`src/rtl/apb_pkg.sv`:
```
// Shared APB definitions: one-hot master FSM encodings and default bus widths.
// Also used by the APB slave side, so encodings stay fixed.
package apb_pkg;

   localparam logic [2:0] APB_IDLE   = 3'b001;
   localparam logic [2:0] APB_SETUP  = 3'b010;
   localparam logic [2:0] APB_ACCESS = 3'b100;

   localparam int unsigned APB_ADDR_W = 12;
   localparam int unsigned APB_DATA_W = 32;

endpackage

```
`src/rtl/apb_master_bridge_cmd_fifo.sv`:
```
// Synchronous command FIFO with wrap-bit pointers and full/empty flags.
// A push while full and a pop while empty are both ignored.
module cmd_fifo #(
   parameter int unsigned WIDTH = 45,
   parameter int unsigned DEPTH = 4
) (
   input  logic             clk,
   input  logic             rst,
   input  logic             push,
   input  logic [WIDTH-1:0] wdata,
   input  logic             pop,
   output logic [WIDTH-1:0] rdata,
   output logic             full,
   output logic             empty
);

   localparam int unsigned AW = $clog2(DEPTH);
   localparam logic [AW:0] PTR_ONE = (AW+1)'(1);

   logic [AW:0]      wr_ptr_q, wr_ptr_d;
   logic [AW:0]      rd_ptr_q, rd_ptr_d;
   logic [WIDTH-1:0] mem_q [DEPTH];
   logic [WIDTH-1:0] mem_d [DEPTH];
   logic             do_push, do_pop;

   // Extra pointer MSB separates full from empty when the index bits match.
   assign empty   = (wr_ptr_q == rd_ptr_q);
   assign full    = (wr_ptr_q[AW] != rd_ptr_q[AW]) &&
                    (wr_ptr_q[AW-1:0] == rd_ptr_q[AW-1:0]);
   assign do_push = push && !full;
   assign do_pop  = pop && !empty;
   assign rdata   = mem_q[rd_ptr_q[AW-1:0]];

   always_comb begin
      wr_ptr_d = wr_ptr_q;
      rd_ptr_d = rd_ptr_q;
      mem_d    = mem_q;
      if (do_push) begin
         mem_d[wr_ptr_q[AW-1:0]] = wdata;
         wr_ptr_d                = wr_ptr_q + PTR_ONE;
      end
      if (do_pop) begin
         rd_ptr_d = rd_ptr_q + PTR_ONE;
      end
   end

   always_ff @(posedge clk) begin
      if (rst) begin
         wr_ptr_q <= '0;
         rd_ptr_q <= '0;
      end else begin
         wr_ptr_q <= wr_ptr_d;
         rd_ptr_q <= rd_ptr_d;
      end
   end

   always_ff @(posedge clk) begin
      mem_q <= mem_d;
   end

endmodule

```
`src/rtl/apb_master_bridge.sv`:
```
// Buffered command-to-APB master: queues commands, replays each as SETUP/ACCESS,
// returns one response per command and force-completes hung transfers with an error.
module apb_master_bridge
   import apb_pkg::*;
#(
   parameter int unsigned ADDR_W     = APB_ADDR_W,
   parameter int unsigned DATA_W     = APB_DATA_W,
   parameter int unsigned FIFO_DEPTH = 4,
   parameter int unsigned TIMEOUT    = 16
) (
   input  logic              pclk,
   input  logic              prst,
   input  logic              cmd_valid,
   output logic              cmd_ready,
   input  logic              cmd_write,
   input  logic [ADDR_W-1:0] cmd_addr,
   input  logic [DATA_W-1:0] cmd_wdata,
   output logic              rsp_valid,
   input  logic              rsp_ready,
   output logic [DATA_W-1:0] rsp_rdata,
   output logic              rsp_err,
   output logic              psel,
   output logic              penable,
   output logic              pwrite,
   output logic [ADDR_W-1:0] paddr,
   output logic [DATA_W-1:0] pwdata,
   input  logic              pready,
   input  logic [DATA_W-1:0] prdata,
   output logic              busy
);

   localparam int unsigned     CMD_W    = 1 + ADDR_W + DATA_W;
   localparam int unsigned     CNT_W    = $clog2(TIMEOUT + 1);
   localparam logic [CNT_W-1:0] CNT_LAST = CNT_W'(TIMEOUT - 1);
   localparam logic [CNT_W-1:0] CNT_ONE  = CNT_W'(1);

   logic              fifo_full, fifo_empty, fifo_pop;
   logic [CMD_W-1:0]  head;
   logic              head_write;
   logic [ADDR_W-1:0] head_addr;
   logic [DATA_W-1:0] head_wdata;

   logic [2:0]        state_q, state_d;
   logic [CNT_W-1:0]  cnt_q, cnt_d;
   logic              psel_q, psel_d, penable_q, penable_d, pwrite_q, pwrite_d;
   logic [ADDR_W-1:0] paddr_q, paddr_d;
   logic [DATA_W-1:0] pwdata_q, pwdata_d;
   logic              rsp_valid_q, rsp_valid_d, rsp_err_q, rsp_err_d;
   logic [DATA_W-1:0] rsp_rdata_q, rsp_rdata_d;
   logic              go_idle;

   assign cmd_ready = !fifo_full && !prst;
   assign {head_write, head_addr, head_wdata} = head;

   cmd_fifo #(
      .WIDTH (CMD_W),
      .DEPTH (FIFO_DEPTH)
   ) u_cmd_fifo (
      .clk   (pclk),
      .rst   (prst),
      .push  (cmd_valid && cmd_ready),
      .wdata ({cmd_write, cmd_addr, cmd_wdata}),
      .pop   (fifo_pop),
      .rdata (head),
      .full  (fifo_full),
      .empty (fifo_empty)
   );

   always_comb begin
      state_d     = state_q;
      cnt_d       = cnt_q;
      psel_d      = psel_q;
      penable_d   = penable_q;
      pwrite_d    = pwrite_q;
      paddr_d     = paddr_q;
      pwdata_d    = pwdata_q;
      rsp_valid_d = rsp_valid_q;
      rsp_err_d   = rsp_err_q;
      rsp_rdata_d = rsp_rdata_q;
      fifo_pop    = 1'b0;
      go_idle     = 1'b0;

      if (rsp_valid_q && rsp_ready) begin
         rsp_valid_d = 1'b0;
      end

      case (state_q)
         APB_IDLE: begin
            // Only issue once the response slot is free (or freeing on this edge).
            if (!fifo_empty && (!rsp_valid_q || rsp_ready)) begin
               fifo_pop  = 1'b1;
               state_d   = APB_SETUP;
               cnt_d     = '0;
               psel_d    = 1'b1;
               penable_d = 1'b0;
               pwrite_d  = head_write;
               paddr_d   = head_addr;
               pwdata_d  = head_write ? head_wdata : '0;
            end
         end
         APB_SETUP: begin
            state_d   = APB_ACCESS;
            penable_d = 1'b1;
         end
         APB_ACCESS: begin
            if (pready) begin
               rsp_valid_d = 1'b1;
               rsp_err_d   = 1'b0;
               rsp_rdata_d = pwrite_q ? '0 : prdata;
               go_idle     = 1'b1;
            end else if (cnt_q == CNT_LAST) begin
               rsp_valid_d = 1'b1;
               rsp_err_d   = 1'b1;
               rsp_rdata_d = '0;
               go_idle     = 1'b1;
            end else begin
               cnt_d = cnt_q + CNT_ONE;
            end
         end
         default: begin
            go_idle = 1'b1;
         end
      endcase

      if (go_idle) begin
         state_d   = APB_IDLE;
         psel_d    = 1'b0;
         penable_d = 1'b0;
         pwrite_d  = 1'b0;
         paddr_d   = '0;
         pwdata_d  = '0;
      end
   end

   always_ff @(posedge pclk) begin
      if (prst) begin
         state_q     <= APB_IDLE;
         cnt_q       <= '0;
         psel_q      <= 1'b0;
         penable_q   <= 1'b0;
         pwrite_q    <= 1'b0;
         paddr_q     <= '0;
         pwdata_q    <= '0;
         rsp_valid_q <= 1'b0;
         rsp_err_q   <= 1'b0;
         rsp_rdata_q <= '0;
      end else begin
         state_q     <= state_d;
         cnt_q       <= cnt_d;
         psel_q      <= psel_d;
         penable_q   <= penable_d;
         pwrite_q    <= pwrite_d;
         paddr_q     <= paddr_d;
         pwdata_q    <= pwdata_d;
         rsp_valid_q <= rsp_valid_d;
         rsp_err_q   <= rsp_err_d;
         rsp_rdata_q <= rsp_rdata_d;
      end
   end

   assign psel      = psel_q;
   assign penable   = penable_q;
   assign pwrite    = pwrite_q;
   assign paddr     = paddr_q;
   assign pwdata    = pwdata_q;
   assign rsp_valid = rsp_valid_q;
   assign rsp_err   = rsp_err_q;
   assign rsp_rdata = rsp_rdata_q;
   assign busy      = !fifo_empty || (state_q != APB_IDLE) || rsp_valid_q;

endmodule

```
`config.mk`:
```
export PLATFORM = sky130hd
export DESIGN_NAME = apb_master_bridge
export DESIGN_NICKNAME = d
export VERILOG_FILES = /design/src/rtl/apb_pkg.sv /design/src/rtl/apb_master_bridge_cmd_fifo.sv /design/src/rtl/apb_master_bridge.sv
export SDC_FILE = /design/constraint.sdc
export NUM_CORES = 1
export LEC_CHECK = 0
export ABC_CLOCK_PERIOD_IN_PS = 3360
export BUFFER_PORTS_ARGS = -buffer_cell sky130_fd_sc_hd__buf_4
export CAP_MARGIN = 20
export CORE_MARGIN = 5
export CORE_UTILIZATION = 56
export DETAILED_ROUTE_END_ITERATION = 7
export GPL_ROUTABILITY_DRIVEN = 0
export PLACE_DENSITY = 0.81
export SKIP_CTS_REPAIR_TIMING = 1
export SLEW_MARGIN = 20
export SYNTH_ARGS = -nofsm -noshare
export SYNTH_HDL_FRONTEND = slang
export SYNTH_SLANG_ARGS = --single-unit
```
`constraint.sdc`:
```
create_clock -name pclk -period 3.36 [get_ports pclk]
set_clock_uncertainty 0.2 [all_clocks]
set_input_delay 0.672 -clock pclk [delete_from_list [all_inputs] [get_ports pclk]]
set_output_delay 0.672 -clock pclk [all_outputs]
set_load 0.005 [all_outputs]
```
== Yosys cells after proc, flatten, opt, wreduce, memory -nomap -nowiden ==
Index checks and enable logic that the tools add are counted.
Storage, ports and cells
  output and inout bits: 83
  register bits after elaboration: 275
  logic and storage cells: 88
Cells by class
  multiplexer cells: 29
  magnitude comparators: 3
  reductions and logical operators: 24
  equality and inequality tests: 11
  add/subtract/negate cells: 3
  bitwise operators: 2
Operator list (count)
  180-bit bitwise mux: 1
  45-bit two-way mux: 3
  32-bit two-way mux: 4
  45-bit binary-select mux with 2-bit select: 1
  45-bit demux with 2-bit select: 1
  5-bit two-way mux: 3
  1-bit two-way mux: 11
  5-bit case mux with 2 select lines: 1
  1-bit logical AND: 8
  3-bit by 1-bit adder with 3-bit output, second input constant: 2
  3-bit >= comparator, second input constant: 2
  2-bit inequality test, second input constant: 3
  2-bit NOT with 3-bit output: 2
  3-bit case mux with 2 select lines: 1
  2-bit AND reduction: 3
  2-bit nonzero test: 3
  5-bit by 1-bit adder with 5-bit output, second input constant: 1
  5-bit by 4-bit equality test with 1-bit output, second input constant: 1
  1-bit logical NOT: 4
  1-bit case mux with 2 select lines: 2
  4-bit AND reduction: 1
  2-bit OR reduction: 2
  3-bit by 1-bit equality test with 1-bit output, second input constant: 1
  3-bit by 2-bit equality test with 1-bit output, second input constant: 1
  other kinds (8): 10

== Longest topological paths before layout ==
  depth after elaboration: 6
  mapped depth: 10
  gate-level depth less buffers: 7

== Hierarchy ==
Synthesis repeated with hierarchy kept, for this count alone.
Unflattened totals
  cells, all modules: 645
  area, all modules: 10172.3 µm²
Modules (own cells, without submodules)
  cmd_fifo: times used 1, cells an instance 304, area an instance 7036.7 µm²
  apb_master_bridge: times used 1, cells an instance 341, area an instance 3135.5 µm²

== Worst setup path after synthesis ==
OpenSTA, ideal clock, no wires.
  path type: in2reg
  start: input port prst
  end: register u_cmd_fifo.mem_q[100] in the netlist's numbering, enable pin
  arrival: 2400 ps
  setup time: 407 ps
  setup slack: 353 ps
  data required time: 2753 ps
  stages on the path: 3
  path through: clkbuf_1 a311oi_2 and2_1
Between the ends
  word-level cells in the longest chain between the ends: 4
Ends and longest elaborated chain
  from (decl): RTL line apb_master_bridge.sv:12  | input logic prst,
  1-bit logical NOT: RTL line apb_master_bridge.sv:52  | assign cmd_ready = !fifo_full && !prst;
  1-bit logical AND: RTL line apb_master_bridge.sv:52
  1-bit logical AND: RTL line apb_master_bridge.sv:61  | .push (cmd_valid && cmd_ready),
  1-bit logical AND: RTL line apb_master_bridge_cmd_fifo.sv:30  | assign do_push = push && !full;
  to (signal assigned): RTL line apb_master_bridge_cmd_fifo.sv:58  | mem_q <= mem_d;
  to (decl): RTL line apb_master_bridge_cmd_fifo.sv:22  | logic [WIDTH-1:0] mem_q [DEPTH];
No other way between the ends.
A chain may end at the register's enable or synchronous reset.

== Final worst setup path ==
  start: register u_cmd_fifo.wr_ptr_q[0]
  end: output port busy
Between the ends
  word-level cells in the longest chain between the ends: 4
Ends and longest elaborated chain
  from (decl): RTL line apb_master_bridge_cmd_fifo.sv:20  | logic [AW:0] wr_ptr_q, wr_ptr_d;
  from (signal assigned): RTL line apb_master_bridge_cmd_fifo.sv:52  | wr_ptr_q <= wr_ptr_d;
  3-bit equality test: RTL line apb_master_bridge_cmd_fifo.sv:27  | assign empty = (wr_ptr_q == rd_ptr_q);
  1-bit logical NOT: RTL line apb_master_bridge.sv:169  | assign busy = !fifo_empty || (state_q != APB_IDLE) || rsp_valid_q;
  1-bit logical OR (2 in series): RTL line apb_master_bridge.sv:169
  to (decl): RTL line apb_master_bridge.sv:29  | output logic busy
No other way between the ends.

==> parameters.txt <==
Parameter                              Value

Yosys
  Mux share of post-synthesis cell area    10.1%
  Instance count of the mapped netlist    628
  Fraction of the mapped netlist area in compound gates    9.03%
  Post-synthesis share of cell area spent on full adders, half adders and majority gates    0.860%
  Proportion of register bits with asynchronous set or reset after synthesis    0%
  Main combinational cell family by area after synthesis    multiplexers
  Post-synthesis xor/xnor area fraction    0.688%
  Number of warnings printed during yosys synthesis    0
  Number of enable-type register cells in the synthesized netlist    180
  Dominant synthesized flop cell    sky130_fd_sc_hd__edfxtp_1
  Synth unique cells    47
  Seq/Total Area, Yosys    71.5%
  Mapped Nets    717
  Number of synthesized register bits    274
  Avg Inst Size Synth    16.2 um2
  Post-synthesis cell area    10200 um2
  Post-synthesis simple-gate area fraction    5.17%

Timing
  Final Setup Violations    0
  Transition time of the tightest slew-check pin    766 ps
  Max-slew headroom    48.9%
  Number of failing hold endpoints at the final stage    0
  Total Negative Setup Slacks    0 ps
  Ratio of final minimum period to clock period    90.6%
  Setup repair after global routing missed its margin    false
  Max-slew violation count    0
  Achievable frequency    329 MHz
  Crit path time final    3040 ps

Floorplan
  Die Footprint    21000 um2
  Horizontal die dimension    145 um
  FP Rows    49
  Core outline area    18000 um2
  Initial Util    56.7%
  Die Height    145 um
  Total I/O pin count    165

Critical path
  Slowest cell on the critical path    sky130_fd_sc_hd__or3_2
  Setup slack of the most critical reg-to-reg path    700 ps
  Largest incremental delay on the critical path    490 ps
  Worst reg-to-reg path cell count    8
  Data arrival time of the critical path    2170 ps
  Cell chain of the critical path    xor2_1, or3_2, or3_1, buf_4
  Worst Path Class, Setup    register to output port
  Required time of the critical path    2490 ps
  Endpoint class of the critical path    output port
  RR Endpoint    pwdata[31]$_SDFFE_PP0P_
  Nature of the critical path startpoint    register
  Worst R2R Start    cnt_q[0]$_SDFFE_PP0P_
  Largest fanout on the critical path    6

Global route
  Number of antenna violations at the first check in global routing    0
  Global router's overall resource usage    22.2%
  First-pass GRT wire length    35800 um
  Total overflow reported by the global router    0
  Vias in the first global route    6620
  Maximum number of pins on one net before global-route repair    50

Drt
  Starting DRC count in detailed routing    456
  Post-route ant nets    0
  Detailed-routing iteration count for the pre-antenna-repair pass    5
  Total Routed Length    23800 um
  Post-DR vias/cell    6.17
  Via count    6388
  Number of remaining DRC errors    0
  Routed len/inst    23.0 um

Clock network
  Clock tree from TritonCTS    done
  Clock latency of the later-clocked register in the worst-skew pair    530 ps
  Clock tree sinks    274
  Master cell of the clock root buffer    sky130_fd_sc_hd__clkbuf_16
  Clock buffer depth    3
  Clk slew on worst S/H paths    70 ps
  Total number of H-tree levels    1
  Num CTS Buffers    27

Layout
  Fraction of layout instances using a drive strength above 1    35.4%
  Finished Core Util    70.1%
  Non-Filler Instances    1035
  Final net count    875
  Most frequent cells in the layout    180 x sky130_fd_sc_hd__edfxtp_1, 175 x sky130_fd_sc_hd__buf_4, 92 x sky130_fd_sc_hd__dfxtp_1
  N_diodes    0
  Fillcell total    1108
  Most common cell after layout, fill and taps aside    sky130_fd_sc_hd__edfxtp_1
  Synth-to-Final Area Change    23.5%

Worst hold path
  Depth of the worst hold-timing path    1
  Hold Crit Start    cmd_addr[2]
  Endpoint with the worst hold slack    u_cmd_fifo.mem_q[124]$_DFFE_PP_
  Type of the worst min-delay path    input pin to register

Place
  Placed cell count    986
  DP HPWL    14300 um
  Number of buffer cells added on primary ports    164

Flow run
  Max capacitance violation total    0

Power
  Worst VDD drop    0.000504 V
  Leakage    4.47 nW
  Pwr/cell area    725 nW/um2

Outcome
  Outcome    finished, final reports clean
-- cell families after synthesis --
family,Yosys count
adder cells (fa/ha/maj),7
AND/OR/NAND/NOR,87
XOR/XNOR,8
multiplexers,46
flip-flops,274
AO/OA/AOI/OAI,149
buffers and inverters,57
-- metrics by stage --
stage	total power, W	hold slack, ps	worst slack [ps]	cell area [um2]
after floorplan	0.00532	260	353	10200
after global placement	0.00602	254	799	11700
after detailed placement	0.00611	263	749	11700
after CTS	0.00915	124	292	12600
after global routing	0.00949	125	218	12600
final	0.00913	138	316	12600
-- state kept, by name, indices dropped and copies added, names as in the netlist --
name	flops
pwrite	1
u_cmd_fifo.wr_ptr_q	3
rsp_valid	1
pwdata	32
state_q	3
rsp_rdata	32
u_cmd_fifo.mem_q	180
paddr	12
u_cmd_fifo.rd_ptr_q	3
rsp_err	1
psel	1
cnt_q	5
-- cells in the mapped netlist, types with 2 or more instances --
master / n / area share, %
sky130_fd_sc_hd__nor3_1: 4 / 0.20
sky130_fd_sc_hd__nor2_1: 8 / 0.29
sky130_fd_sc_hd__xnor2_1: 5 / 0.43
sky130_fd_sc_hd__inv_1: 7 / 0.26
sky130_fd_sc_hd__nand2_1: 4 / 0.15
sky130_fd_sc_hd__nand3_1: 17 / 0.84
sky130_fd_sc_hd__ha_1: 7 / 0.86
sky130_fd_sc_hd__dfxtp_1: 94 / 18
sky130_fd_sc_hd__a211oi_1: 2 / 0.15
sky130_fd_sc_hd__nand2b_1: 3 / 0.18
sky130_fd_sc_hd__clkbuf_1: 23 / 0.85
sky130_fd_sc_hd__mux4_2: 45 / 9.9
sky130_fd_sc_hd__or3_1: 3 / 0.18
sky130_fd_sc_hd__edfxtp_1: 180 / 53
sky130_fd_sc_hd__o32ai_1: 3 / 0.26
sky130_fd_sc_hd__buf_2: 11 / 0.54
sky130_fd_sc_hd__xor2_1: 3 / 0.26
sky130_fd_sc_hd__and2_1: 4 / 0.25
sky130_fd_sc_hd__a22o_1: 32 / 2.8
sky130_fd_sc_hd__buf_4: 9 / 0.66
sky130_fd_sc_hd__nand4_1: 32 / 2.0
sky130_fd_sc_hd__nor3b_1: 2 / 0.15
sky130_fd_sc_hd__a21oi_1: 53 / 2.6
sky130_fd_sc_hd__clkbuf_2: 3 / 0.15
sky130_fd_sc_hd__a31oi_1: 2 / 0.12
sky130_fd_sc_hd__buf_1: 3 / 0.11
sky130_fd_sc_hd__o21ai_0: 49 / 2.4
-- critical path: cells and delay by family (launching register included) --
family                    cells  cell delay [ps]
buffers and inverters         1              140
xor gates and xnor gates      1              160
DFF                           1              480
and+or+nand+nor               2              850
-- cell type report --
type                       instances  area (um2)  share of cell area [%]
clock buffer                      37         806                    6.40
inverter                           7        26.3                   0.209
clock inverter                    12         120                   0.954
timing repair buffer             179        1390                    11.1
tap                              229         287                    2.28
multi-input combinational        297        2660                    21.2
sequential                       274        7290                    57.9
-- worst max-delay path by stage --
stage	slack [ps]	from	depth (start not counted)	endpoint
2_1_floorplan	350	prst	3	u_cmd_fifo.mem_q[100]$_DFFE_PP_
3_3_place_gp	800	prst	4	u_cmd_fifo.mem_q[110]$_DFFE_PP_
3_5_place_dp	750	prst	4	u_cmd_fifo.mem_q[110]$_DFFE_PP_
4_1_cts	290	u_cmd_fifo.wr_ptr_q[0]$_SDFFE_PP0P_	4	busy
5_1_grt	220	u_cmd_fifo.wr_ptr_q[0]$_SDFFE_PP0P_	4	busy
6_report	320	u_cmd_fifo.wr_ptr_q[0]$_SDFFE_PP0P_	4	busy
-- routing by layer --
layer	GRT usage (%)	part of all wire, %	up-vias
li1	-	-	2795
met1	27.7	37	3196
met2	39.5	51	358
met3	4.24	10	39
met4	6.53	1.8	0
met5	0	0	-
-- where the power goes --
group,switching (W),internal (W)
Sequential,0.000155,0.00384
Combinational,0.00125,0.000830
Clock,0.00123,0.00183
Total,0.00263,0.00650
(Power assumes the default switching activity.)
